==> src/rtl/bus_define.sv <==
// Shared AHB definitions: HTRANS encodings, handover FSM states and a transfer-type helper.
package bus_define;

    typedef enum logic [1:0] {
        HTRANS_IDLE   = 2'd0,
        HTRANS_BUSY   = 2'd1,
        HTRANS_NONSEQ = 2'd2,
        HTRANS_SEQ    = 2'd3
    } htrans_e;

    typedef enum logic [1:0] {
        ST_DEFAULT = 2'd0,
        ST_OWN     = 2'd1,
        ST_LOCKED  = 2'd2
    } handover_state_e;

    localparam int MASTER_IDX_W = 4;

    // True when the transfer will produce a real data phase.
    function automatic logic is_transfer(input logic [1:0] htrans);
        return (htrans == HTRANS_NONSEQ) || (htrans == HTRANS_SEQ);
    endfunction

endpackage

==> src/rtl/onehot_to_idx.sv <==
// Lowest-index priority encoder with valid and multi-hot flags; shared with the bus decoder.
module onehot_to_idx
    import bus_define::*;
#(
    parameter int N = 4
) (
    input  logic [N-1:0]              vec_i,
    output logic [MASTER_IDX_W-1:0]   idx_o,
    output logic                      valid_o,
    output logic                      multi_o
);

    // NOTE: every output gets a default before the loop so no latch is inferred.
    always_comb begin
        idx_o = '0;
        for (int i = N - 1; i >= 0; i--) begin
            if (vec_i[i]) begin
                idx_o = MASTER_IDX_W'(i);
            end
        end
    end

    assign valid_o = |vec_i;
    assign multi_o = (vec_i & (vec_i - N'(1))) != '0;

endmodule

==> src/rtl/ahb_master_handover.sv <==
// Turns arbiter grant/lock into HREADY-aligned address/data selects, HMASTER and HMASTLOCK,
// with a data-phase stall watchdog.
module ahb_master_handover
    import bus_define::*;
#(
    parameter int NUM_MASTERS    = 4,
    parameter int DEFAULT_MASTER = 0,
    parameter int TIMEOUT        = 255
) (
    input  logic                    HCLK,
    input  logic                    rst,
    input  logic [NUM_MASTERS-1:0]  HGRANT_i,
    input  logic                    HBUSLOCK_i,
    input  logic                    HREADY_i,
    input  logic [1:0]              HTRANS_i,
    output logic [NUM_MASTERS-1:0]  addr_sel_o,
    output logic [NUM_MASTERS-1:0]  data_sel_o,
    output logic [3:0]              HMASTER_o,
    output logic                    HMASTLOCK_o,
    output logic                    data_active_o,
    output logic                    handover_o,
    output logic                    grant_err_o,
    output logic                    timeout_o
);

    localparam logic [MASTER_IDX_W-1:0] DEF_IDX = MASTER_IDX_W'(DEFAULT_MASTER);
    localparam logic [NUM_MASTERS-1:0]  DEF_SEL = NUM_MASTERS'(1) << DEFAULT_MASTER;
    localparam logic [15:0]             WD_MAX  = 16'hFFFF;
    localparam logic [15:0]             WD_TRIP = 16'(TIMEOUT);

    logic [MASTER_IDX_W-1:0] gnt_idx;
    logic                    gnt_valid;
    logic                    gnt_multi;

    onehot_to_idx #(.N(NUM_MASTERS)) u_gnt_enc (
        .vec_i   (HGRANT_i),
        .idx_o   (gnt_idx),
        .valid_o (gnt_valid),
        .multi_o (gnt_multi)
    );

    handover_state_e         state_q, state_d;
    logic [MASTER_IDX_W-1:0] owner_q, owner_d;
    logic [NUM_MASTERS-1:0]  addr_sel_q, addr_sel_d;
    logic [NUM_MASTERS-1:0]  data_sel_q, data_sel_d;
    logic                    mastlock_q, mastlock_d;
    logic                    data_active_q, data_active_d;
    logic                    handover_q, handover_d;
    logic                    grant_err_q, grant_err_d;
    logic [15:0]             wd_cnt_q, wd_cnt_d;
    logic                    timeout_q, timeout_d;
    logic                    frozen;

    // A held lock keeps the owner; a lock release is seen first so the grant on that edge wins.
    assign frozen = (state_q == ST_LOCKED) && HBUSLOCK_i;

    always_comb begin
        state_d       = state_q;
        owner_d       = owner_q;
        addr_sel_d    = addr_sel_q;
        data_sel_d    = data_sel_q;
        mastlock_d    = mastlock_q;
        data_active_d = data_active_q;
        handover_d    = 1'b0;
        grant_err_d   = 1'b0;
        wd_cnt_d      = wd_cnt_q;
        timeout_d     = timeout_q;

        if (HREADY_i) begin
            if (!frozen) begin
                owner_d     = gnt_valid ? gnt_idx : DEF_IDX;
                grant_err_d = gnt_multi;
            end
            if (HBUSLOCK_i) begin
                state_d = ST_LOCKED;
            end else begin
                state_d = gnt_valid ? ST_OWN : ST_DEFAULT;
            end
            addr_sel_d    = NUM_MASTERS'(1) << owner_d;
            data_sel_d    = addr_sel_q;
            mastlock_d    = HBUSLOCK_i;
            data_active_d = is_transfer(HTRANS_i);
            handover_d    = (owner_d != owner_q);
            wd_cnt_d      = '0;
        end else if (data_active_q && (wd_cnt_q != WD_MAX)) begin
            wd_cnt_d = wd_cnt_q + 16'd1;
            if (wd_cnt_d == WD_TRIP) begin
                timeout_d = 1'b1;
            end
        end
    end

    // NOTE: state registers use non-blocking assignments so every flop samples pre-edge values.
    always_ff @(posedge HCLK) begin
        if (rst) begin
            state_q       <= ST_DEFAULT;
            owner_q       <= DEF_IDX;
            addr_sel_q    <= DEF_SEL;
            data_sel_q    <= DEF_SEL;
            mastlock_q    <= 1'b0;
            data_active_q <= 1'b0;
            handover_q    <= 1'b0;
            grant_err_q   <= 1'b0;
            wd_cnt_q      <= '0;
            timeout_q     <= 1'b0;
        end else begin
            state_q       <= state_d;
            owner_q       <= owner_d;
            addr_sel_q    <= addr_sel_d;
            data_sel_q    <= data_sel_d;
            mastlock_q    <= mastlock_d;
            data_active_q <= data_active_d;
            handover_q    <= handover_d;
            grant_err_q   <= grant_err_d;
            wd_cnt_q      <= wd_cnt_d;
            timeout_q     <= timeout_d;
        end
    end

    assign addr_sel_o    = addr_sel_q;
    assign data_sel_o    = data_sel_q;
    assign HMASTER_o     = owner_q;
    assign HMASTLOCK_o   = mastlock_q;
    assign data_active_o = data_active_q;
    assign handover_o    = handover_q;
    assign grant_err_o   = grant_err_q;
    assign timeout_o     = timeout_q;

endmodule

==> config.mk <==
export PLATFORM = sky130hd
export DESIGN_NAME = ahb_master_handover
export DESIGN_NICKNAME = d
export VERILOG_FILES = /design/src/rtl/bus_define.sv /design/src/rtl/onehot_to_idx.sv /design/src/rtl/ahb_master_handover.sv
export SDC_FILE = /design/constraint.sdc
export NUM_CORES = 1
export LEC_CHECK = 0
export BUFFER_PORTS_ARGS = -buffer_cell sky130_fd_sc_hd__buf_2
export CAP_MARGIN = 20
export CORE_MARGIN = 3
export CORE_UTILIZATION = 30
export DETAILED_ROUTE_END_ITERATION = 8
export SYNTH_ARGS = -nofsm -noshare
export SYNTH_HDL_FRONTEND = slang
export SYNTH_SLANG_ARGS = --single-unit
==> constraint.sdc <==
create_clock -name HCLK -period 3 [get_ports HCLK]
set_clock_uncertainty 0.15 [all_clocks]
set_input_delay 0.15 -clock HCLK [delete_from_list [all_inputs] [get_ports HCLK]]
set_output_delay 0.15 -clock HCLK [all_outputs]
set_load 0.05 [all_outputs]
---- Word-level counts from Yosys, hierarchy flattened ----
Cells that the tools add are included.
cells by class
  add/subtract/negate cells ............... 2
  multipliers ............................. 0
  divide/modulo/power cells ............... 0
  magnitude comparators ................... 0
  equality and inequality tests ........... 6
  shift-type cells ........................ 1
  muxes and demuxes ....................... 9
  bitwise gates (word level) .............. 2
  reductions and logical operators ........ 9
operators by type and width
  operator                 number
  $add A16 B1 Y16 const B  1
  $eq A16 B8 Y1 const B    1
  $ne A16 B16 Y1 const B   1
  $mux W4                  3
  $mux W2                  5
  $eq A2 B2 Y1 const B     3
  $and A4 B4 Y4            1
  $ne A4 B4 Y1             1
  $reduce_bool A4 Y1       1
  $reduce_or A2 Y1         2
  $reduce_or A4 Y1         1
  $shl A1 B4 Y4 const A    1
  $sub A4 B1 Y4 const B    1
  $reduce_and A3 Y1        1
  $reduce_or A3 Y1         1
  $logic_and A1 B1 Y1      2
  $logic_or A1 B1 Y1       1
  $mux W1                  1
  $not A1 Y1               1
storage, ports and cells
  flip-flop bits (word level) ............. 35
  latch bits .............................. 0
  memory bits (writable) .................. 0
  ROM bits ................................ 0
  input bits .............................. 10
  word-level logic and storage cells ...... 39
  memories ................................ 0

---- Depth between registers and ports, before layout ----
  word-level depth ........................ 8
  mapped depth ............................ 7
  depth with buffers taken out ............ 7

---- Hierarchy ----
Synthesis repeated with hierarchy kept, for this count alone.
unflattened totals
  cell total of the unflattened synthesis .. 219
  area total of the unflattened synthesis .. 1875.5 sq um
modules (own cells, without submodules)
  module               times used  cells an instance  area each (sq um)  seq. area each (sq um)
  ahb_master_handover  1           206                1809.2             680.7
  onehot_to_idx        1           13                 66.3               0.0

---- Worst setup path after synthesis ----
OpenSTA, ideal clock, no wires.
  path type ............................... register -> register
  from .................................... reg wd_cnt_q[0]
  to ...................................... reg timeout_q (netlist: timeout_o)
  data arrival time ....................... 1740 ps
  setup slack ............................. 1026 ps
  stages on the path, launching flop included .. 7
  path through ............................ dfxtp_1 -> ha_1 -> nand3_2 -> or3_1 -> a2111oi_2 -> nand4_1 -> o31ai_2
on the way
  word-level cells in the longest chain between the ends .. 3
  elaborated cells on any way between the ends .. 5
RTL lines
  item                                                         line                                                  source
  from (decl)                                                  ahb_master_handover.sv:50                             logic [15:0] wd_cnt_q, wd_cnt_d;
  from (signal assigned)                                       ahb_master_handover.sv:115                            wd_cnt_q <= wd_cnt_d;
  $add A16 B1 Y16 / $ne A16 B16 Y1 (equally long branches)     ahb_master_handover.sv:86, ahb_master_handover.sv:85
  $eq A16 B8 Y1 / $logic_and A1 B1 Y1 (equally long branches)  ahb_master_handover.sv:87, ahb_master_handover.sv:85
  $reduce_and A3 Y1 (no source line) (*)                       n/a
  to (signal assigned)                                         ahb_master_handover.sv:116                            timeout_q <= timeout_d;
  to (decl)                                                    ahb_master_handover.sv:51                             logic timeout_q, timeout_d;
Every way passes the cells marked *; elsewhere a longest branch is shown, timed or not.
A chain may end at the register's enable or synchronous reset.

---- Final worst setup path ----
  from .................................... reg wd_cnt_q[0]
  to ...................................... reg wd_cnt_q[8]
on the way
  word-level cells in the longest chain between the ends .. 2
  elaborated cells on any way between the ends .. 3
RTL lines
  item
  parallel branches: the longest is 2 deep, another holds $add A16 B1 Y16
Several ways; the timed one is not identified.

==> out/qor.txt <==
clock power share = 0.361
PostCTS Resize Cnt = 0
Peak supply drop = 0.1935 mV
io pins = 27
Reg power frac = 0.526
via count = 1,451
Yosys cell types = 47
M1 GR Usage = 0.1586
DRC errors left = 0
Syn Inst Count = 199
unrepaired setup endpoints after global routing = no
total core area = 0.005540 mm²
worst-margin pin slew = 817.7 ps
Worst Path Max Fanout = 14
Post-Synth XOR/XNOR Area = 0.1113
f_max = 0.4458 GHz
Root Buffer = clkbuf_8
cell internal pwr = 649.9 µW
n_diodes = 0
Main synth FF type = dfxtp_1
share of the synthesized area in the top cell type = 0.3931
Hold Path Origin = rst
count leader, synth = dfxtp_1
Cell Area, Synth = 0.001732 mm²
Crit Path Class = reg -> reg
R2R depth = 6
setup slack, reg-to-reg = 760 ps
max_slew headroom = 0.4508
fin crit period = 2243 ps
Net Sw Power = 242.5 µW
Clk pin slew, worst setup/hold paths = 70 ps
cts bufs inserted = 5
Fillers = 586
placed wire-length estimate = 2508 µm
DRT iter0 DRCs = 136
#FFs+latches synth = 34
crit path from = wd_cnt_q[0]
Critical Path Source Type = register
fraction of layout cells with a size suffix above 1 = 0.1920
CTS max path bufs = 2
TritonRoute pass-1 iters = 4
critical path, cell by cell = ha_1, nand3_2, nor4_4, nand4b_1, xor2_1, nor2_1
final RePlAce weighted congestion = 0.8215
DRT antenna net count = 0
worst hold-check path type = in -> reg
nets = 236
first-pass GRT wire length = 6244 µm
area grow syn2layout = 15.97%
M2 GR Usage = 0.1809
Buffers on Ports = 25
max-slew violations = 0
initial antenna violation count = 0
reg-to-reg startpoint = wd_cnt_q[0]
delay-heaviest family, CP = simple AND/OR/NAND/NOR gates
grt ovf = 0
CTS tree = done
Post-DP Area = 0.001899 mm²
post-CTS setup repair buffer count = 0
sequential area share after synthesis = 0.3931
worst stage delay on the critical path = 740 ps
EDFF count, synth = 0
Final setup viols = 0
vias per cell = 4.902
Worst Setup End Kind = register
Cell Rows = 27
Fin Hold WS = 57.57 ps
synth warn = 0
CTS Sinks = 34
syn nets = 211
CP Depth = 6
Synth Area in Simple Gates = 0.3006
outcome = completed
WP data arrival = 2270 ps
FFs w/ async S/R, synth = 0
Final Hold Fails = 0
Compound-Gate Fraction of Synth Area = 0.09899
Logic pwr share = 0.113
Final period util = 0.7478
top cells by count, synth = dfxtp_1 (34), nor2_1 (33), xnor2_1 (19)
vias in the first global route = 1,329
GRT Max-Usage Layer = met2
met3 Use GR = 0.03399
crit path buf inv count = 0
H-tree depth = 2
Req. time, crit path = 3030 ps
Post-Route Setup TNS = 0 ps
Initial Util = 0.3126
Mean Syn Cell Area = 8.702 µm²
Total Wirelength = 3628 µm
Yosys top cell by area = dfxtp_1
routed wire length per instance = 12.26 µm
Max Cap Viol = 0
Final Cell Area = 0.002008 mm²
die area = 0.006720 mm²
Critical-path top delay cell = nor4_4
mux share of post-synthesis cell area = 0.04118
leakage = 0.0007130 µW
Synth area leaders = dfxtp_1 (39%), xnor2_1 (9.6%), nor2_1 (7.2%)
cell depth of the worst hold path = 2
Die Y = 81.98 µm
GRT Overall Usage = 0.1204
die width = 81.98 µm
Power Density = 444.4 mW/mm²
largest net degree at the start of global routing = 21
main combinational cell family by area after synthesis = simple AND/OR/NAND/NOR gates
clock insertion delay at the later pin of the skew report = 290 ps
post-synthesis adder-cell area fraction = 0.01445
sw frac = 0.2718
worst paths after layout:
| kind | endpoint |
|---|---|
| worst max-delay path | wd_cnt_q[8] |
| worst min-delay path | state_q[1] |
| worst max register to register | wd_cnt_q[8] |
| worst min register to register | timeout_o |
power by group through the flow:
stage	Combinational, µW	Clock (µW)	Sequential [µW]
2_1_floorplan	45.1	0	508
3_3_place_gp	98.3	0	480
3_5_place_dp	98.9	0	480
4_1_cts	102	333	470
5_1_grt	110	355	471
6_report	101	322	469
logic make-up after synthesis:
group	count (synthesis)
fa+ha+maj	2
simple gates	95
flops	34
mux	7
compound gates	24
xor+xnor	22
buf+inv	15
cell usage in the layout (no fill, tap or decap), drive strengths merged, types with 3 or more instances in the layout:
cell type    count
nor2b            3
xor2             3
inv              4
nand2b           3
nand3            8
o21ai            3
nor4            10
nand4            6
nor3             8
nand2           10
a21oi            8
mux2i            6
xnor2           19
nor2            34
dlygate4sd3      3
buf             26
dfxtp           34
clkbuf           5
a211oi           3
layout make-up:
type                            instances  area [µm²]  area share
Inverter                                4       15.01    0.007477
Timing Repair Buffer                   29       162.7     0.08100
Sequential cell                        34       680.7      0.3389
Clock inverter                          2       10.01    0.004984
Tap cell                               72       90.09     0.04486
Clock buffer                            5       68.82     0.03427
Multi-Input combinational cell        150       980.9      0.4885
worst reg2reg max path, stage by stage, from the launching register on:
cell and delay (ps):
dfxtp_1 390, ha_1 240, nand3_2 190, nor4_4 740, nand4b_1 220, xor2_1 160
nor2_1 50
metrics by stage:
stage | util | cells | total power, µW | setup WS, ps
floorplan | - | 199 | 553.4 | 1026
global placement | 0.3428 | 286 | 578.1 | 793.1
detailed placement | 0.3428 | 286 | 578.7 | 776.5
CTS | 0.3625 | 296 | 905.1 | 753.2
global route | 0.3625 | 296 | 936.0 | 564.6
finish | 0.3625 | 296 | 892.5 | 756.7
flip-flops by register name, indices dropped and copies added, names as in the netlist:
name	flops
data_sel_o	4
HMASTER_o	4
timeout_o	1
state_q	2
wd_cnt_q	16
addr_sel_o	4
data_active_o	1
grant_err_o	1
handover_o	1
metal layers:
metal  up-vias  part of all wire  wire (µm)
met5         -                 0          0
met4         0             0.017         61
met3         4             0.035        127
met2        21              0.44       1587
met1       678              0.51       1851
li1        748                 -          -
timing repair:
item | CTS | global route
hold buffers | 3 | 0
endpoints found under the hold margin | 3 | 0
endpoints found under the setup margin | 0 | 0
(Power assumes the default switching activity.)
